## src/rtl/mips_bus_pkg.sv

```systemverilog
// Shared types and constants for the mips_cpu_bus responder memory and its wait-state generator.
package mips_bus_pkg;

  localparam logic [31:0] BASE_ADDR_RESET = 32'hBFC00000;
  // Fibonacci taps 16,14,13,11 expressed as bit positions 15,13,12,10
  localparam logic [15:0] LFSR_TAPS       = 16'hB400;

  typedef logic [31:0] word_t;
  typedef logic [3:0]  be_t;

  typedef enum logic {
    IDLE  = 1'b0,
    STALL = 1'b1
  } state_t;

  function automatic word_t merge_lanes(input word_t old_w, input word_t new_w, input be_t be);
    word_t res;
    res[7:0]   = be[0] ? new_w[7:0]   : old_w[7:0];
    res[15:8]  = be[1] ? new_w[15:8]  : old_w[15:8];
    res[23:16] = be[2] ? new_w[23:16] : old_w[23:16];
    res[31:24] = be[3] ? new_w[31:24] : old_w[31:24];
    return res;
  endfunction

endpackage

```

## src/rtl/mips_bus_ram_if.sv

```systemverilog
// Avalon-style word bus between the CPU initiator (master) and a memory responder (slave).
interface mips_bus_ram_if;
  import mips_bus_pkg::*;

  word_t address;
  logic  write;
  logic  read;
  logic  waitrequest;
  word_t writedata;
  be_t   byteenable;
  word_t readdata;
  logic  error;

  modport master (
    output address, write, read, writedata, byteenable,
    input  waitrequest, readdata, error
  );

  modport slave (
    input  address, write, read, writedata, byteenable,
    output waitrequest, readdata, error
  );

endinterface

```

## src/rtl/mips_bus_lfsr.sv

```systemverilog
// 16-bit Fibonacci LFSR used as a pseudo-random wait-state source for bus models.
module mips_bus_lfsr
  import mips_bus_pkg::*;
#(
  parameter logic [15:0] SEED = 16'hACE1
) (
  input  logic        clk,
  input  logic        reset,
  output logic [15:0] o_lfsr
);

  logic [15:0] r_lfsr;

  // Shift register advancing on every non-reset cycle
  always_ff @(posedge clk) begin
    if (reset) begin
      r_lfsr <= SEED;
    end else begin
      r_lfsr <= {r_lfsr[14:0], ^(r_lfsr & LFSR_TAPS)};
    end
  end

  assign o_lfsr = r_lfsr;

endmodule

```

## src/rtl/mips_bus_ram.sv

```systemverilog
// Bus responder memory for mips_cpu_bus: word array mapped at BASE_ADDR with fixed or LFSR-driven wait states.
module mips_bus_ram
  import mips_bus_pkg::*;
#(
  parameter int          DEPTH_WORDS = 64,
  parameter logic [31:0] BASE_ADDR   = BASE_ADDR_RESET,
  parameter int          WAIT_STATES = 0,
  parameter int          RANDOM_WAIT = 0,
  parameter logic [15:0] LFSR_SEED   = 16'hACE1,
  parameter string       INIT_FILE   = ""
) (
  input  logic         clk,
  input  logic         reset,
  mips_bus_ram_if.slave bus
);

  localparam int          IDX_W     = $clog2(DEPTH_WORDS);
  localparam logic [1:0]  FIXED_TGT = 2'(WAIT_STATES);
  localparam logic [29:0] DEPTH_30  = 30'(DEPTH_WORDS);

  word_t  r_mem [DEPTH_WORDS];
  state_t r_state, w_state_nxt;
  logic [1:0] r_cnt, w_cnt_nxt, r_tgt, w_tgt_nxt, w_tgt;
  word_t  r_readdata;
  logic   r_error;
  logic [15:0] w_lfsr;
  logic   w_req, w_illegal, w_wait, w_accept, w_in_range, w_zero_addr;
  word_t  w_offset;
  logic [IDX_W-1:0] w_idx;
  logic   w_unused_ok;

  // Memory image is a simulation/FPGA power-up value; reset never touches it
  initial begin
    for (int i = 0; i < DEPTH_WORDS; i++) r_mem[i] = 32'h0;
  end

  mips_bus_lfsr #(.SEED(LFSR_SEED)) u_lfsr (
    .clk    (clk),
    .reset  (reset),
    .o_lfsr (w_lfsr)
  );

  assign w_req       = bus.read ^ bus.write;
  assign w_illegal   = bus.read & bus.write;
  assign w_tgt       = (RANDOM_WAIT != 0) ? w_lfsr[1:0] : FIXED_TGT;
  assign w_offset    = bus.address - BASE_ADDR;
  assign w_idx       = w_offset[IDX_W+1:2];
  assign w_in_range  = (w_offset[31:2] < DEPTH_30);
  assign w_zero_addr = (bus.address == 32'h0);
  assign w_accept    = w_req & ~w_wait;
  assign w_unused_ok = ^{w_offset[1:0], w_lfsr[15:2]};

  // Wait-state sequencing: next state, counter, stored target and waitrequest
  always_comb begin
    w_state_nxt = r_state;
    w_cnt_nxt   = r_cnt;
    w_tgt_nxt   = r_tgt;
    w_wait      = 1'b0;
    case (r_state)
      IDLE: begin
        if (w_req && (w_tgt != 2'd0)) begin
          w_wait      = 1'b1;
          w_state_nxt = STALL;
          w_cnt_nxt   = 2'd1;
          w_tgt_nxt   = w_tgt;
        end else begin
          w_state_nxt = IDLE;
        end
      end
      STALL: begin
        if (!w_req) begin
          w_state_nxt = IDLE;
          w_cnt_nxt   = 2'd0;
        end else if (r_cnt < r_tgt) begin
          w_wait    = 1'b1;
          w_cnt_nxt = r_cnt + 2'd1;
        end else begin
          w_state_nxt = IDLE;
          w_cnt_nxt   = 2'd0;
        end
      end
      default: begin
        w_state_nxt = IDLE;
        w_cnt_nxt   = 2'd0;
      end
    endcase
  end

  // FSM state register
  always_ff @(posedge clk) begin
    if (reset) begin
      r_state <= IDLE;
      r_cnt   <= 2'd0;
      r_tgt   <= 2'd0;
    end else begin
      r_state <= w_state_nxt;
      r_cnt   <= w_cnt_nxt;
      r_tgt   <= w_tgt_nxt;
    end
  end

  // Registered read data and one-cycle error pulse
  always_ff @(posedge clk) begin
    if (reset) begin
      r_readdata <= 32'h0;
      r_error    <= 1'b0;
    end else begin
      r_error <= w_illegal | (w_accept & ~w_in_range & ~w_zero_addr);
      if (w_accept && bus.read) begin
        r_readdata <= w_in_range ? r_mem[w_idx] : 32'h0;
      end
    end
  end

  // Byte-lane write on acceptance; out-of-range writes are dropped
  always_ff @(posedge clk) begin
    if (!reset && w_accept && bus.write && w_in_range) begin
      r_mem[w_idx] <= merge_lanes(r_mem[w_idx], bus.writedata, bus.byteenable);
    end
  end

  assign bus.waitrequest = w_wait;
  assign bus.readdata    = r_readdata;
  assign bus.error       = r_error;

endmodule

```

## src/flat_wrapper.sv

```systemverilog
// flat-port wrapper written by rule: the top's interface ports become plain ports
module mips_bus_ram_flat import mips_bus_pkg::*;
#(
  parameter int          DEPTH_WORDS = 64,
  parameter logic [31:0] BASE_ADDR   = BASE_ADDR_RESET,
  parameter int          WAIT_STATES = 0,
  parameter int          RANDOM_WAIT = 0,
  parameter logic [15:0] LFSR_SEED   = 16'hACE1,
  parameter string       INIT_FILE   = ""
)
  (clk, reset, bus_address, bus_write, bus_read, bus_writedata, bus_byteenable, bus_waitrequest, bus_readdata, bus_error);
  mips_bus_ram_if bus_i ();
  input  logic clk;
  input  logic reset;
  input wire logic [$bits(bus_i.address)-1:0] bus_address;
  input wire logic [$bits(bus_i.write)-1:0] bus_write;
  input wire logic [$bits(bus_i.read)-1:0] bus_read;
  input wire logic [$bits(bus_i.writedata)-1:0] bus_writedata;
  input wire logic [$bits(bus_i.byteenable)-1:0] bus_byteenable;
  output wire logic [$bits(bus_i.waitrequest)-1:0] bus_waitrequest;
  output wire logic [$bits(bus_i.readdata)-1:0] bus_readdata;
  output wire logic [$bits(bus_i.error)-1:0] bus_error;
  assign bus_i.address = bus_address;
  assign bus_i.write = bus_write;
  assign bus_i.read = bus_read;
  assign bus_i.writedata = bus_writedata;
  assign bus_i.byteenable = bus_byteenable;
  assign bus_waitrequest = bus_i.waitrequest;
  assign bus_readdata = bus_i.readdata;
  assign bus_error = bus_i.error;
  mips_bus_ram #(.DEPTH_WORDS(DEPTH_WORDS), .BASE_ADDR(BASE_ADDR), .WAIT_STATES(WAIT_STATES), .RANDOM_WAIT(RANDOM_WAIT), .LFSR_SEED(LFSR_SEED), .INIT_FILE(INIT_FILE)) u_core (.clk(clk), .reset(reset), .bus(bus_i));
endmodule
```

## config.mk

```make
export PLATFORM = sky130hd
export DESIGN_NAME = mips_bus_ram_flat
export DESIGN_NICKNAME = d
export VERILOG_FILES = /design/src/rtl/mips_bus_pkg.sv /design/src/rtl/mips_bus_ram_if.sv /design/src/rtl/mips_bus_lfsr.sv /design/src/rtl/mips_bus_ram.sv /design/src/flat_wrapper.sv
export SDC_FILE = /design/constraint.sdc
export NUM_CORES = 2
export LEC_CHECK = 0
export ABC_AREA = 0
export CAP_MARGIN = 10
export CORE_MARGIN = 8
export CORE_UTILIZATION = 43
export DETAILED_ROUTE_END_ITERATION = 12
export PLACE_DENSITY_LB_ADDON = 0.05
export SYNTH_ARGS = -nofsm -noshare
export SYNTH_HDL_FRONTEND = slang
export SYNTH_HIERARCHICAL = 1
export SYNTH_SLANG_ARGS = --single-unit
```

## constraint.sdc

```tcl
create_clock -name clk -period 7.45 [get_ports clk]
set_clock_uncertainty 0.1 [all_clocks]
set_input_delay 1.49 -clock clk [delete_from_list [all_inputs] [get_ports clk]]
set_output_delay 1.49 -clock clk [all_outputs]
set_load 0.1 [all_outputs]
```

==> flow_summary.ini <==
[status]
status = finished clean

[global_routing]
grt_pass1_wl_mm = 474
use_met2_pct = 51.5
use_met3_pct = 8.63
grt_max_degree = 90
antenna_found_initial = 22
grtUsageMet1_pct = 47.6
grtUsageTotal_pct = 34.5
grt_overflow_total = 0
busiest_layer = met2
grt_pass1_vias = 49500

[critical_path]
timing.rr.end = u_core/r_mem[25][15]
critical_path_class = primary input to register
rr_startpoint = u_core/r_mem[11][15]
reg2regPathDepth = 7
endpoint_kind = register
rrSetupSlack_ns = 3.99
worstPathArrival_ns = 6.11
crit_end = u_core/r_mem[37][16]
cp-startpoint = bus_address[6]
cp.required_ns = 7.78
crit_fanout = 64
cp-start-kind = primary input

[die]
start_util_pct = 43.2
ios = 106
die_h_um = 450
die-area_um2 = 202000
die_x_um = 450
core_area_um2 = 187000
core.rowCount = 159

[pwr]
switching_share_pct = 23.4
vdd.ir_drop.worst_v = 0.000221
p_leak_uw = 0.0289
p_clk_share_pct = 41.1
intPower_uw = 19400
combPwrFrac_pct = 6.9
p_switching_uw = 5900
seq_power_share_pct = 52.0
powerDensity_nw_per_um2 = 270

[routing]
detail-route-antenna-nets = 0
drc = 0
num_vias = 54100
first_pass_iters = 8
avgRoutedWirePerCell_um = 47.5
routed_wl_mm = 363
viasPerCell = 7.08
drtIter0Drc = 9749

[synthesis]
synthCells = 4711
synth.avg_cell_area_um2 = 17.2
async_flop_share_pct = 0
netlist_area_um2 = 80800
ys.flop_type = edfxtp_1
yosys_warnings = 6
ys_ff_latch = 2081
synth_edf_count = 2048
syn_nets = 4785
ys_seq_area_share_pct = 76.9
synth.distinct_cells = 89

[clock_tree]
cts_tree = built
clk_path_buf_depth = 3
clkTransAtPathRegs_ns = 0.06
clkLatencyLatePin_ns = 0.88
postCtsHoldBufs = 0
cts.repair.resized = 0
cts-root-buf = clkbuf_16
cts_sinks = 2081
cts-htree-levels = 4
cts_buffers = 214
post_cts_buffers = 0

[timing]
setup_ws_ns = 1.66
setup_viol = 0
finalSetupTns_ns = 0
finalCritPeriodShare_pct = 77.7
hold_viol = 0
fin_crit_ns = 5.79
worst_pin_slew_ns = 1.38
fmaxAchievable_mhz = 173
rsz0062_at_grt = no
drv_slew = 0
slew_headroom_pct = 8.22

[placement]
place.gp.congestion = 0.860
io_buffers = 104
pre_cts_ws_ns = 0.952
dp_hpwl_mm = 208
place_area_um2 = 87000
dp.cells = 7231

[min_path]
hold_class = register to register

[cells_and_area]
syn2layout_area_growth_pct = 16.0
final_nets = 5027
fin_cells = 7646
final_core_util_pct = 50.1
layout.area.seq_um2 = 62200
fin_area_um2 = 93700
fillers = 15500
multiInputGateArea_um2 = 17600
layout_common_cells = edfxtp_1, a22oi_1, buf_4
final_common_cell = edfxtp_1
drive_gt1_share_pct = 17.7

[flow_run]
drv_cap = 0
cells in the mapped netlist (17+ instances only):
master,number,area (um2)
a21oi_1,168,841
nor3_1,33,165
buf_2,148,741
a22oi_1,461,3460
nand3_1,66,330
a221oi_1,151,1320
or3b_2,58,508
clkbuf_1,109,409
nand4_1,20,125
mux2i_1,128,1280
edfxtp_1,2048,61500
buf_4,27,203
buf_6,32,360
a2111oi_0,27,236
dfxtp_1,33,661
o2bb2ai_1,27,236
mux2_2,88,991
o21ai_0,58,290
a31oi_1,17,106
mux4_2,22,495
a221o_1,23,230
or4_1,19,143
nor2_1,137,514
o22ai_1,214,1340
buf_1,56,210
nand2_1,57,214
nand3b_1,89,668
a22o_1,67,587
nand2b_1,18,113
nor4_1,36,225
power by group through the flow:
stage	Sequential, uW	Clock, uW	Combinational (uW)
2_1_floorplan	13400	0	828
3_3_place_gp	13400	0	1690
3_5_place_dp	13400	0	1700
4_1_cts	13100	10400	1700
5_1_grt	13100	10900	1780
6_report	13100	10400	1750
registers in the layout, summed over array words and instances (netlist names):
signal and cells:
u_core/r_mem 2048, u_core/bus.readdata 32, u_core/bus.error 1
per-stage QoR:
stage / power [uW] / hold slack, ns
floorplan: 14200 / 0.548
global placement: 15100 / 0.341
detailed placement: 15100 / 0.346
CTS: 25300 / 0.360
global route: 25800 / 0.435
finish: 25300 / 0.354
critical path, cell delays in order:
cell       delay (ns)
buf_2            0.85
buf_4            0.41
or3_2            0.67
buf_4            0.69
a21oi_1          0.13
a2111oi_0        0.76
nand4_1          0.23
mux2_2           0.73
how the worst min path moves through the flow:
stage          depth (start not counted)                      end                    start
6_report                               2  u_core/bus.readdata[14]  u_core/bus.readdata[14]
2_1_floorplan                          4  u_core/bus.readdata[12]     u_core/r_mem[12][12]
5_1_grt                                2  u_core/bus.readdata[14]  u_core/bus.readdata[14]
3_5_place_dp                           2  u_core/bus.readdata[14]  u_core/bus.readdata[14]
4_1_cts                                2  u_core/bus.readdata[14]  u_core/bus.readdata[14]
3_3_place_gp                           2  u_core/bus.readdata[14]  u_core/bus.readdata[14]
kinds of logic after synthesis:
| kind of cell | Yosys count | synth area share, % |
|---|---|---|
| other | 1 | 0.00464 |
| AO/OA/AOI/OAI | 1347 | 12.2 |
| adder cells (fa/ha/maj) | 2 | 0.0310 |
| flip-flops | 2081 | 76.9 |
| buffers and inverters | 392 | 2.47 |
| multiplexers | 245 | 3.53 |
| AND/OR/NAND/NOR | 643 | 4.88 |
cell type report:
| cell class | count | area share (%) |
|---|---|---|
| clock inverters | 92 | 0.781 |
| repair buffers | 400 | 4.35 |
| clock buffers | 308 | 6.31 |
| inverters | 18 | 0.0761 |
| flip-flops and latches | 2081 | 66.3 |
| diodes | 14 | 0.0374 |
| multi-input cells | 2238 | 18.8 |
| well taps | 2495 | 3.33 |
routing by layer:
layer / vias up / wire, um
li1: 20200 / -
met1: 28800 / 141000
met2: 4288 / 159000
met3: 811 / 42400
met4: 4 / 20300
met5: - / 26
Power figures use the tool's default switching activity.
